## src/rtl/sdrc_arb_pkg.sv

```systemverilog
// SDRAM application-port arbiter: shared types and helpers.
// Round-robin search used by the arbiter's priority encoder.
package sdrc_arb_pkg;

  localparam int APP_AW_DEF = 26;
  localparam int APP_DW_DEF = 32;
  localparam int LEN_W_DEF  = 9;
  localparam int MAX_REQ    = 4;

  typedef enum logic [1:0] {
    IDLE,
    REQ,
    XFER
  } arb_state_e;

  typedef struct packed {
    logic       hit;
    logic [1:0] idx;
  } rr_res_t;

  // Walk from ptr upward with wrap; the lowest offset wins, so scan it last.
  function automatic rr_res_t rr_pick(
    input logic [MAX_REQ-1:0] req,
    input logic [1:0]         ptr,
    input logic [2:0]         n
  );
    rr_res_t    r;
    logic [2:0] i;
    r = '0;
    for (int k = MAX_REQ - 1; k >= 0; k--) begin
      i = {1'b0, ptr} + 3'(k);
      if (i >= n) i = i - n;
      if ((3'(k) < n) && req[i[1:0]]) begin
        r.hit = 1'b1;
        r.idx = i[1:0];
      end
    end
    return r;
  endfunction

endpackage

```

## src/rtl/sdrc_app_arbiter_rr_pick.sv

```systemverilog
// Combinational round-robin priority encoder.
// Returns the first pending requester at or after ptr.
module sdrc_rr_pick
  import sdrc_arb_pkg::*;
#(
  parameter int NUM_REQ = 2
) (
  input  logic [NUM_REQ-1:0] req,
  input  logic [1:0]         ptr,
  output logic               hit,
  output logic [1:0]         idx
);

  logic [MAX_REQ-1:0] req_pad;
  rr_res_t            res;

  always_comb begin
    req_pad                = '0;
    req_pad[NUM_REQ-1:0]   = req;
    res = rr_pick(req_pad, ptr, 3'(NUM_REQ));
  end

  assign hit = res.hit;
  assign idx = res.idx;

endmodule

```

## src/rtl/sdrc_app_arbiter.sv

```systemverilog
// Round-robin arbiter sharing the SDRAM app request port.
// Grant is held for a whole burst; beat counter checks length.
module sdrc_app_arbiter
  import sdrc_arb_pkg::*;
#(
  parameter int NUM_REQ = 2,
  parameter int APP_AW  = APP_AW_DEF,
  parameter int APP_DW  = APP_DW_DEF,
  parameter int LEN_W   = LEN_W_DEF
) (
  input  logic                      clk,
  input  logic                      reset_n,
  input  logic [NUM_REQ-1:0]        req_valid,
  input  logic [NUM_REQ-1:0]        req_wr_n,
  input  logic [NUM_REQ*APP_AW-1:0] req_addr,
  input  logic [NUM_REQ*LEN_W-1:0]  req_len,
  output logic [NUM_REQ-1:0]        req_ack,
  input  logic [NUM_REQ*APP_DW-1:0] req_wr_data,
  output logic [NUM_REQ-1:0]        req_wr_next,
  output logic [NUM_REQ-1:0]        req_rd_valid,
  output logic [NUM_REQ-1:0]        req_last,
  output logic [APP_DW-1:0]         rd_data,
  output logic                      app_req,
  output logic                      app_req_wr_n,
  output logic [APP_AW-1:0]         app_req_addr,
  output logic [LEN_W-1:0]          app_req_len,
  input  logic                      app_req_ack,
  input  logic                      app_wr_next,
  output logic [APP_DW-1:0]         app_wr_data,
  input  logic                      app_rd_valid,
  input  logic [APP_DW-1:0]         app_rd_data,
  input  logic                      app_last_wr,
  input  logic                      app_last_rd,
  output logic                      len_err
);

  arb_state_e         state_q, state_d;
  logic [1:0]         rr_ptr_q, rr_ptr_d;
  logic [1:0]         owner_q, owner_d;
  logic [APP_AW-1:0]  addr_q, addr_d;
  logic [LEN_W-1:0]   len_q, len_d;
  logic               wr_n_q, wr_n_d;
  logic [LEN_W-1:0]   beat_cnt_q, beat_cnt_d;
  logic [NUM_REQ-1:0] zack_q, zack_d;
  logic               len_err_q, len_err_d;

  logic               hit;
  logic [1:0]         gnt;
  logic [LEN_W-1:0]   g_len;
  logic               g_wr_n;
  logic               in_xfer, beat, last_in, cnt_one;
  logic               burst_end, stray;

  sdrc_rr_pick #(.NUM_REQ(NUM_REQ)) u_pick (
    .req (req_valid),
    .ptr (rr_ptr_q),
    .hit (hit),
    .idx (gnt)
  );

  always_comb begin
    g_len  = req_len[int'(gnt)*LEN_W +: LEN_W];
    g_wr_n = 1'b0;
    for (int i = 0; i < NUM_REQ; i++) begin
      if (gnt == 2'(i)) g_wr_n = req_wr_n[i];
    end
  end

  always_comb begin
    in_xfer   = (state_q == XFER);
    beat      = in_xfer & (wr_n_q ? app_rd_valid : app_wr_next);
    last_in   = wr_n_q ? app_last_rd : app_last_wr;
    cnt_one   = (beat_cnt_q == LEN_W'(1));
    burst_end = beat & (cnt_one | last_in);
    stray     = ~in_xfer & (app_wr_next | app_rd_valid);
  end

  always_ff @(posedge clk or negedge reset_n) begin
    if (!reset_n) state_q <= IDLE;
    else          state_q <= state_d;
  end

  always_comb begin
    state_d = state_q;
    unique case (state_q)
      IDLE:    if (hit && (g_len != '0)) state_d = REQ;
      REQ:     if (app_req_ack)          state_d = XFER;
      XFER:    if (burst_end)            state_d = IDLE;
      default:                           state_d = IDLE;
    endcase
  end

  always_comb begin
    rr_ptr_d   = rr_ptr_q;
    owner_d    = owner_q;
    addr_d     = addr_q;
    len_d      = len_q;
    wr_n_d     = wr_n_q;
    beat_cnt_d = beat_cnt_q;
    zack_d     = '0;
    len_err_d  = len_err_q | stray | (beat & (last_in != cnt_one));
    if ((state_q == IDLE) && hit) begin
      owner_d    = gnt;
      addr_d     = req_addr[int'(gnt)*APP_AW +: APP_AW];
      len_d      = g_len;
      wr_n_d     = g_wr_n;
      beat_cnt_d = g_len;
      rr_ptr_d   = (gnt == 2'(NUM_REQ - 1)) ? 2'd0 : gnt + 2'd1;
      for (int i = 0; i < NUM_REQ; i++) begin
        zack_d[i] = (gnt == 2'(i)) && (g_len == '0);
      end
    end else if (beat) begin
      beat_cnt_d = beat_cnt_q - LEN_W'(1);
    end
  end

  always_ff @(posedge clk or negedge reset_n) begin
    if (!reset_n) begin
      rr_ptr_q   <= '0;
      owner_q    <= '0;
      addr_q     <= '0;
      len_q      <= '0;
      wr_n_q     <= 1'b0;
      beat_cnt_q <= '0;
      zack_q     <= '0;
      len_err_q  <= 1'b0;
    end else begin
      rr_ptr_q   <= rr_ptr_d;
      owner_q    <= owner_d;
      addr_q     <= addr_d;
      len_q      <= len_d;
      wr_n_q     <= wr_n_d;
      beat_cnt_q <= beat_cnt_d;
      zack_q     <= zack_d;
      len_err_q  <= len_err_d;
    end
  end

  always_comb begin
    req_ack      = '0;
    req_wr_next  = '0;
    req_rd_valid = '0;
    req_last     = '0;
    for (int i = 0; i < NUM_REQ; i++) begin
      if (owner_q == 2'(i)) begin
        req_ack[i]      = zack_q[i] | ((state_q == REQ) & app_req_ack);
        req_wr_next[i]  = in_xfer & ~wr_n_q & app_wr_next;
        req_rd_valid[i] = in_xfer & wr_n_q & app_rd_valid;
        req_last[i]     = burst_end;
      end else begin
        req_ack[i]      = zack_q[i];
      end
    end
    app_wr_data = req_wr_data[int'(owner_q)*APP_DW +: APP_DW];
  end

  assign rd_data      = app_rd_data;
  assign app_req      = (state_q == REQ);
  assign app_req_wr_n = wr_n_q;
  assign app_req_addr = addr_q;
  assign app_req_len  = len_q;
  assign len_err      = len_err_q;

endmodule

```

## config.mk

```make
export PLATFORM = sky130hd
export DESIGN_NAME = sdrc_app_arbiter
export DESIGN_NICKNAME = d
export VERILOG_FILES = /design/src/rtl/sdrc_arb_pkg.sv /design/src/rtl/sdrc_app_arbiter_rr_pick.sv /design/src/rtl/sdrc_app_arbiter.sv
export SDC_FILE = /design/constraint.sdc
export NUM_CORES = 1
export LEC_CHECK = 0
export BUFFER_PORTS_ARGS = -buffer_cell sky130_fd_sc_hd__buf_4
export CELL_PAD_IN_SITES_DETAIL_PLACEMENT = 1
export CELL_PAD_IN_SITES_GLOBAL_PLACEMENT = 2
export CORE_MARGIN = 1.5
export CORE_UTILIZATION = 22
export CTS_BUF_LIST = sky130_fd_sc_hd__clkbuf_2
export DETAILED_ROUTE_END_ITERATION = 8
export PLACE_DENSITY = 0.93
export REMOVE_ABC_BUFFERS = 1
export SLEW_MARGIN = 20
export SYNTH_ARGS = -nofsm -noshare
export SYNTH_HDL_FRONTEND = slang
export SYNTH_HIERARCHICAL = 1
export SYNTH_SLANG_ARGS = --single-unit
```

## constraint.sdc

```tcl
create_clock -name clk -period 3.17 [get_ports clk]
set_clock_uncertainty 0.2 [all_clocks]
set_input_delay 0 -clock clk [delete_from_list [all_inputs] [get_ports clk]]
set_output_delay 0 -clock clk [all_outputs]
set_load 0.005 [all_outputs]
```

# Word level (Yosys, flattened, before mapping)
# Index checks and enable logic that the tools add are counted.
# word_totals
reg_bits	54
input_bits	177
output_inout_bits	110
wordCells	88
# op_classes
add_sub_neg	5
mul	2
n_lt_le_gt_ge	4
eq_ne	9
shifts	3
n_mux	28
bitwise	17
reduce_logical	11
# ops
op	count
indexed part select 64 x 8 -> 32 bit	1
indexed part select 52 x 8 -> 26 bit	1
two-way mux 9 bit	2
indexed part select 18 x 7 -> 9 bit	1
two-way mux 1 bit	14
two-way mux 2 bit	7
multiplier 2 x 4 -> 6 bit, second input constant	2
AND 1 bit	9
== test 9 x 1 -> 1 bit, second input constant	1
zero test 9 bit	1
nonzero test 9 bit	1
subtractor 9 x 1 -> 9 bit, second input constant	1
== test 2 x 1 -> 1 bit, second input constant	3
zero test 2 bit	3
< comparator 2 x 3 -> 1 bit, second input constant	2
two-way mux 3 bit	2
bitwise OR 1 bit	6
one-hot mux 2 bit (3 select lines)	1
binary-select mux 1 bit (select 2 bit)	2
logical AND 1 bit	4
!= test 2 x 1 -> 1 bit, second input constant	2
subtractor 2 bit, second input constant	2
adder 2 x 1 -> 3 bit, second input constant	1
>= comparator 3 x 2 -> 1 bit, second input constant	1
other kinds (8)	9

# Logic depth before layout (Yosys ltp)
# Gate-level depths: netlist (run 1).
# depth
ltp_word	13
depth_mapped	8
ltp_nobuf	7

# Modules after synthesis
# The synthesis (run 1) kept the hierarchy.
# by_module_without_submodules
module	instances	cells_each	area_per_inst_um2	seq_area_each_um2
sdrc_app_arbiter	1	375	3465.8	1351.3
sdrc_rr_pick	1	6	33.8	0.0

# Worst setup path after synthesis (run 1)
# No wires, ideal clock.
# synth_timing
path_type	register to register
startpoint	register beat_cnt_q[6]
endpoint	register len_err_q (netlist: len_err)
setup_ns	0.124
arrival_ns	1.713
t_required_ns	2.846
path_slack_ns	1.134
stages_incl_launch_ff	8
path_buffers	0
synth_period_minus_slack_ns	2.036
path_cell_list	dfrtp_1 or4_4 nor3_1 nand3b_1 ha_1 o21a_1 nor2_1 o21bai_1
# synth_between
elab_chain_cells	4
# synth_rtl
item	line	text
start: declaration	sdrc_app_arbiter.sv:43	logic [LEN_W-1:0] beat_cnt_q, beat_cnt_d;
start signal: assignment	sdrc_app_arbiter.sv:133	beat_cnt_q <= beat_cnt_d;
== test 9 x 1 -> 1 bit	sdrc_app_arbiter.sv:73	cnt_one = (beat_cnt_q == LEN_W'(1));
!= test 1 bit	sdrc_app_arbiter.sv:101	len_err_d = len_err_q | stray | (beat & (last_in != cnt_one));
AND 1 bit	sdrc_app_arbiter.sv:101	
bitwise OR 1 bit	sdrc_app_arbiter.sv:101	
via len_err_d	sdrc_app_arbiter.sv:45	logic len_err_q, len_err_d;
end signal: assignment	sdrc_app_arbiter.sv:135	len_err_q <= len_err_d;
end: declaration	sdrc_app_arbiter.sv:45	
# The timed path passes the listed nets, and every way through them passes these cells.
# A chain may end at the register's enable or synchronous reset.

# Worst setup path after layout (run 1)
# layout_timing
startpoint	register rr_ptr_q[0]
endpoint	register state_q[0]
# layout_between
word_cells_on_any_way	19
classes_between	add/sub (3); mul (1); order compare (2); eq/ne (1); shift (1); mux (8); reduce/logical (3)
# layout_lines
item	line	text
start: declaration	sdrc_app_arbiter.sv:38	logic [1:0] rr_ptr_q, rr_ptr_d;
start signal: assignment	sdrc_app_arbiter.sv:128	rr_ptr_q <= rr_ptr_d;
adder 2 x 1 -> 3 bit	sdrc_arb_pkg.sv:31	i = {1'b0, ptr} + 3'(k);
>= comparator 3 x 2 -> 1 bit / subtractor 2 bit (equally long branches)	sdrc_arb_pkg.sv:32	if (i >= n) i = i - n;
two-way mux 2 bit	sdrc_arb_pkg.sv:32	
binary-select mux 1 bit (select 2 bit)	sdrc_arb_pkg.sv:33	if ((3'(k) < n) && req[i[1:0]]) begin
two-way mux 1 bit (implied by the code)	sdrc_arb_pkg.sv:33	
two-way mux 3 bit	sdrc_arb_pkg.sv:33	
two-way mux 3 bit *	sdrc_arb_pkg.sv:33	
via hit	sdrc_app_arbiter.sv:47	logic hit;
logical AND 1 bit *	sdrc_app_arbiter.sv:86	IDLE: if (hit && (g_len != '0)) state_d = REQ;
!= test 2 bit (no line) *	n/a	
AND reduction 3 bit (no line) *	n/a	
end signal: assignment	sdrc_app_arbiter.sv:80	else state_q <= state_d;
end: declaration	sdrc_app_arbiter.sv:37	arb_state_e state_q, state_d;
# The timed path passes the listed nets; every way through them passes the cells marked *. The select of a mux whose other input is x is not followed.

==> results of run 1 <==
==> worst paths after layout <==
| path | start | slack [ns] | to | depth (start not counted) |
|---|---|---|---|---|
| min in group asynchronous | reset_n | 0.38 | app_req_len[7] | 4 |
| min | app_last_wr | 0.01 | state_q[1] | 5 |
| max in group asynchronous | reset_n | 2.14 | app_req_wr_n | 4 |
| min reg2reg | app_req_addr[14] | 0.32 | app_req_addr[14] | 2 |
| max | rr_ptr_q[0] | 0.36 | state_q[0] | 8 |
| max reg2reg | rr_ptr_q[0] | 0.36 | state_q[0] | 8 |
==> sequential cells by signal, summed over array words and instances, names as in the netlist <==
register	flops
app_req_addr	26
app_req_len	9
app_req_wr_n	1
beat_cnt_q	9
len_err	1
owner_q	2
rr_ptr_q	2
state_q	2
zack_q	2
==> metal layers <==
layer,track usage,up-vias,wire length [um]
li1,-,1862,-
met4,0.0198,0,65
met3,0.0450,8,1120
met1,0.196,1939,6040
met5,0,-,0
met2,0.342,179,8130
==> power by group <==
part           switching [mW]  total (mW)  internal [mW]  leakage, nW
Sequential              0.378        1.37          0.990        0.695
Combinational           0.988        2.22           1.23         2.38
Clock                   0.235       0.369          0.134       0.0410
==> critical path, delay by kind of cell, from the launching register on <==
| family | cells | cell delay [ns] |
|---|---|---|
| and+or+nand+nor | 3 | 0.48 |
| DFF | 1 | 0.45 |
| AOI/OAI and AO/OA | 2 | 0.36 |
| buffers and inverters | 3 | 1.28 |
==> layout by cell type (no fill, tap or decap), types with 2 or more instances in the layout <==
cell           count
a211o_1            2
a21o_1             5
a21oi_1            4
buf_4            227
clkbuf_2           5
dfrtp_1           52
dfrtp_2            2
dlygate4sd3_1    117
ha_1               3
inv_1              5
mux2i_1           69
nand2_1           45
nand2b_1           4
nand3_1            2
nand3b_1           2
nor2_1            44
nor3_1             8
nor4_1             5
o21ai_0           35
o21bai_1           2
o22ai_1            4
or3_1              3
xnor2_1            3
==> kinds of logic after synthesis <==
| group | after synthesis | synth area share |
|---|---|---|
| other | 1 | 0.00107 |
| AOI/OAI and AO/OA | 60 | 0.104 |
| muxes | 71 | 0.207 |
| buffers and inverters | 64 | 0.115 |
| and+or+nand+nor | 125 | 0.168 |
| DFF | 54 | 0.386 |
| adders and majority gates | 3 | 0.0107 |
| xor gates and xnor gates | 3 | 0.00751 |
==> what timing repair did <==
action / 4_1_cts / 5_1_grt
resized for setup: 0 / 1
endpoints found under the setup margin: 0 / 1
hold buffers: 118 / 0
endpoints found under the hold margin: 137 / 0
==> cell type report <==
| class | count | share of cell area |
|---|---|---|
| timing repair buffer | 345 | 0.456 |
| multi-input combinational | 263 | 0.276 |
| sequential | 54 | 0.213 |
| tap | 211 | 0.0415 |
| clock inverter | 3 | 0.00668 |
| clock buffer | 5 | 0.00393 |
| inverter | 5 | 0.00295 |
==> through the flow <==
stage               worst slack [ns]  power, mW
detailed placement             0.879       3.38
global placement               0.922       3.30
finish                         0.361       3.96
CTS                            0.209       3.94
floorplan                      -1.18       2.23
global route                   0.195       4.24
==> flow_metrics.py, run 1 <==
metrics = {
    "drt": {
        "drcViolationCount": 0,
        "detail-route-antenna-nets": 0,
        "route.vias.total": 3988,
        "wl_um": 15400,
        "average_wire_per_standard_cell_um": 17.3,
        "drt-pass1-iter-count": 4,
        "detail_route.vias_per_cell": 4.50,
        "initialDrtViolationCount": 89,
    },
    "logic_synthesis": {
        "synth_top_cell_by_area": "dfrtp_1",
        "netlist_instances": 381,
        "yosysUniqueCellTypes": 46,
        "ys.warnings.count": 6,
        "synthesis.area_mm2": 0.00350,
        "synthTopCellsByCount": "69 x mux2i_1, 54 x dfrtp_1, 45 x nand2_1, 44 x nor2_1, 35 x o21ai_0",
        "synth_async_sr_flop_share": 1.00,
        "synthesis.area_per_instance_um2": 9.19,
        "yosys.area.top_type_share": 0.386,
        "synth_top_flop_cell": "dfrtp_1",
        "leading_cell_type_by_number_of_instances_after_synthesis": "mux2i_1",
        "register_area_share_after_synthesis": 0.386,
        "synth_seq_cells": 54,
        "synth.area.top_cells": "dfrtp_1 39%, mux2i_1 20%, buf_4 7.3%, o21ai_0 5.0%, nand2_1 4.8%",
        "number_of_enable_type_register_cells_in_the_synthesized_netlist": 0,
    },
    "cells_and_area": {
        "final_cell_area_mm2": 0.00637,
        "non_filler_instance_count_after_layout": 886,
        "multiInputGateArea_mm2": 0.00176,
        "final.fill_count": 1801,
        "layout_utilization": 0.414,
        "post_route_cells_drive_above_1_share": 0.367,
        "finalNetCount": 854,
        "ff_latch_area_mm2": 0.00135,
        "area_growth_syn_to_layout_pct": 81.9,
        "antenna_cells": 0,
    },
    "global_routing": {
        "gr-total-overflow": 0,
        "grt_usage": 0.176,
        "grt_pass1_vias": 4388,
        "grt_start_max_net_pins": 55,
        "grt_pass1_wl_um": 23100,
        "grt_antenna_before_repair": 0,
    },
    "power_and_ir_drop": {
        "leakage_nw": 3.11,
        "irDropWorstVdd_mv": 0.259,
        "power.density_cell_area_mw_per_mm2": 622,
    },
    "floorplanning": {
        "floorplan.die_area_mm2": 0.0167,
        "number_of_primary_i_o_pins": 287,
        "start_util": 0.228,
        "standard_cell_core_area_mm2": 0.0154,
        "dieHeight_um": 129,
        "chipWidth_um": 129,
        "placementRows": 45,
    },
    "place": {
        "place.port_buffers": 222,
        "placedCellCount": 760,
        "hpwl_reported_at_the_end_of_detailed_placement_um": 10400,
        "dpl_cell_area_mm2": 0.00510,
        "placer_congestion": 0.825,
    },
    "setup_path": {
        "crit_slowest_cell": "dlygate4sd3_1",
        "required_ns": 3.36,
        "cp_slowest_stage_delay_ns": 0.57,
        "setup.worst_path.class": "reg2reg",
        "path_cells": "nand2_1, a21o_1, dlygate4sd3_1, nor3b_2, buf_4, nand2b_2, o2bb2ai_1, dlygate4sd3_1",
        "crit_arrival_ns": 2.99,
        "critical_path_peak_fanout": 18,
        "setup.worst_path.start_class": "flop",
        "worst_setup_path_end_kind": "flop",
        "crit_path_frequent_cell": "dlygate4sd3_1",
    },
    "cts": {
        "cts_buffers": 5,
        "clock_insertion_delay_worst_skew_ns": 0.45,
        "clock_path_buffers": 2,
        "cts_tree": "done",
        "clkTransAtPathRegs_ns": 0.31,
        "h-tree-depth": 2,
        "post_cts_buffers": 0,
        "clock-sinks": 54,
        "cts-root-buf": "clkbuf_2",
    },
    "hold_path": {
        "worst_hold_check_path_type": "in2reg",
    },
    "sta": {
        "layout_min_cycle_time_ns": 2.81,
        "worst_slew_margin_relative_to_its_limit": 0.537,
        "max_freq_ghz": 0.356,
        "timing.final.setup_violations": 0,
        "final_min_period_over_clock_period": 0.886,
        "final_sum_of_negative_setup_slack_ns": 0,
        "timing.final.hold_violations": 0,
        "slew_violations": 0,
        "whs_ns": 0.0124,
        "worst_slew_pin_slew_ns": 0.694,
        "grt_setup_unrepaired": "false",
    },
    "outcome": {
        "outcome": "finished, final reports clean",
    },
    "flow_run": {
        "drv.max_cap_violation_count": 0,
    },
}
No activity file was read; power rests on OpenSTA's default activity.
==> inputs of run 2 (changes only) <==
- CORE_UTILIZATION: 22 -> 20
- PLACE_DENSITY: 0.93 -> 0.86
- SLEW_MARGIN: 20 -> 5
- clock period: 3.17 -> 3 ns (I/O delays scaled with it)
==> run 2 against run 1 <==
  * Core utilization down 3.9 points
  * Cell count up 2.5%
  * Global-route usage down 1.5 points
  * Flip-flop and latch count unchanged
  * Fmax down 2.4%
  * Worst hold slack better by 0.11 ns
  * Combinational power up 14%
  * Sequential share of layout area down 0.27 points
  * Register-to-register slack worse by 0.24 ns
  * Sequential power down 6%
  * Wire length down 0.65%
  * Largest cell class unchanged
  * Largest power group unchanged
==> flow_metrics.py, run 2 (synthesis results as in run 1) <==
metrics = {
    "cells_and_area": {
        "post_route_cells_drive_above_1_share": 0.365,
        "most-common-layout-cells": "229 x buf_4, 123 x dlygate4sd3_1, 69 x mux2i_1",
        "layout_utilization": 0.375,
        "antenna_cells": 0,
        "finalNetCount": 862,
        "area_growth_syn_to_layout_pct": 84.1,
        "leading_cell_type_in_the_layout_fill_and_taps_excluded": "buf_4",
        "largest_reg_flops": 26,
    },
    "floorplanning": {
        "chipWidth_um": 135,
        "dieHeight_um": 135,
        "number_of_primary_i_o_pins": 287,
        "floorplan.die_area_mm2": 0.0183,
        "standard_cell_core_area_mm2": 0.0172,
        "placementRows": 48,
        "start_util": 0.204,
    },
    "drt": {
        "dr_wl_met3_um": 1230,
        "wl_um": 15300,
        "drcViolationCount": 0,
        "dr_wl_met2_um": 8000,
        "route.vias.total": 3986,
        "topRoutingLayerUsed": "met4",
        "detail-route-antenna-nets": 0,
        "met1Wirelength_um": 5790,
        "initialDrtViolationCount": 80,
        "detail_route.vias_per_cell": 4.39,
        "drt-pass1-iter-count": 4,
        "average_wire_per_standard_cell_um": 16.8,
    },
    "setup_path": {
        "crit-reg2reg-launch": "beat_cnt_q[3]",
        "timing.reg2reg.worst_path_depth": 8,
        "setup.worst_path.start_class": "flop",
        "critical_path_peak_fanout": 6,
        "worst_setup_path_end_kind": "flop",
        "crit_arrival_ns": 3.05,
        "regToRegSetupSlack_ns": 0.12,
        "required_ns": 3.17,
        "setup.worst_path.class": "reg2reg",
        "worst_r2r_endpoint": "len_err",
    },
    "place": {
        "place.port_buffers": 222,
        "placer_congestion": 0.706,
        "hpwl_reported_at_the_end_of_detailed_placement_um": 10400,
    },
    "outcome": {
        "outcome": "finished, final reports clean",
    },
    "sta": {
        "max_freq_ghz": 0.348,
        "final_sum_of_negative_setup_slack_ns": 0,
        "worst_slew_margin_relative_to_its_limit": 0.616,
        "layout_min_cycle_time_ns": 2.88,
        "final_min_period_over_clock_period": 0.959,
        "worst_slew_pin_slew_ns": 0.576,
        "slew_violations": 0,
        "timing.final.hold_violations": 0,
        "timing.final.setup_violations": 0,
        "grt_setup_unrepaired": "false",
    },
    "power_and_ir_drop": {
        "irDropWorstVdd_mv": 0.232,
        "power.density_cell_area_mw_per_mm2": 644,
        "leakage_nw": 3.15,
    },
    "hold_path": {
        "timing.hold.worst.start": "req_wr_data[15]",
        "timing.hold.worst_endpoint": "app_wr_data[15]",
        "worst_hold_path.num_cells": 4,
        "worst_hold_check_path_type": "in2out",
    },
    "global_routing": {
        "gr-total-overflow": 0,
        "grt_usage": 0.161,
        "grt_pass1_wl_um": 23200,
        "grt_start_max_net_pins": 55,
        "grt_antenna_before_repair": 0,
        "grt_pass1_vias": 4453,
    },
    "cts": {
        "clock_insertion_delay_worst_skew_ns": 0.49,
        "clock_path_buffers": 2,
        "cts_tree": "done",
        "hold_buffers": 124,
        "clkTransAtPathRegs_ns": 0.34,
        "cts-root-buf": "clkbuf_2",
        "h-tree-depth": 2,
        "cts_buffers": 5,
        "clock-sinks": 54,
        "post_cts_buffers": 0,
        "postCtsResizedCells": 0,
    },
    "flow_run": {
        "drv.max_cap_violation_count": 0,
    },
}
==> run 2: worst max path at each step <==
| stage | start | endpoint | slack, ns |
|---|---|---|---|
| after floorplan | rr_ptr_q[0] | zack_q[0] | -1.35 |
| after global placement | beat_cnt_q[6] | len_err | 0.85 |
| after detailed placement | beat_cnt_q[6] | len_err | 0.75 |
| after CTS | beat_cnt_q[6] | len_err | 0.12 |
| after global routing | beat_cnt_q[3] | req_last[0] | 0.02 |
| final | beat_cnt_q[3] | len_err | 0.12 |
==> run 2: per-layer routing <==
layer | up-vias | track usage
met4 | 0 | 0.0382
met1 | 1919 | 0.179
met3 | 19 | 0.0430
met5 | - | 0
li1 | 1874 | -
met2 | 174 | 0.302
==> run 2: layout make-up <==
cell class                 instances  area [um2]
clock buffer                       5        25.0
clock inverter                     3        28.8
fill                            2008       10700
inverter                           5        18.8
multi-input combinational        263        1760
sequential                        54        1350
tap                              225         282
timing repair buffer             353        2980
==> run 2: report_power, final <==
group	leakage [nW]	total [mW]	internal [mW]	switching [mW]
combinational	2.42	2.52	1.35	1.18
sequential	0.696	1.29	1.05	0.243
clock	0.0351	0.333	0.0680	0.265
==> run 2: stage by stage <==
stage                     hold slack, ns  cell area (um2)  cells  setup slack [ns]  total power, mW
after detailed placement          -0.200             5130    776             0.746             3.59
after floorplan                   -0.496             3120    322             -1.35             2.36
final                              0.119             6440    908             0.122             4.15
after global routing               0.121             6440    908            0.0225             4.48
after global placement            -0.200             5130    776             0.850             3.51
after CTS                         0.0923             6440    908             0.125             4.18
==> run 2: worst max-delay path, stage by stage, from the launching register on <==
cell	delay, ns
dfrtp_1	0.51
or4_4	0.53
nor3_1	0.27
nand3b_1	0.15
ha_1	0.29
o21a_1	0.10
nor2_1	0.08
o21bai_1	0.08
dlygate4sd3_1	0.55
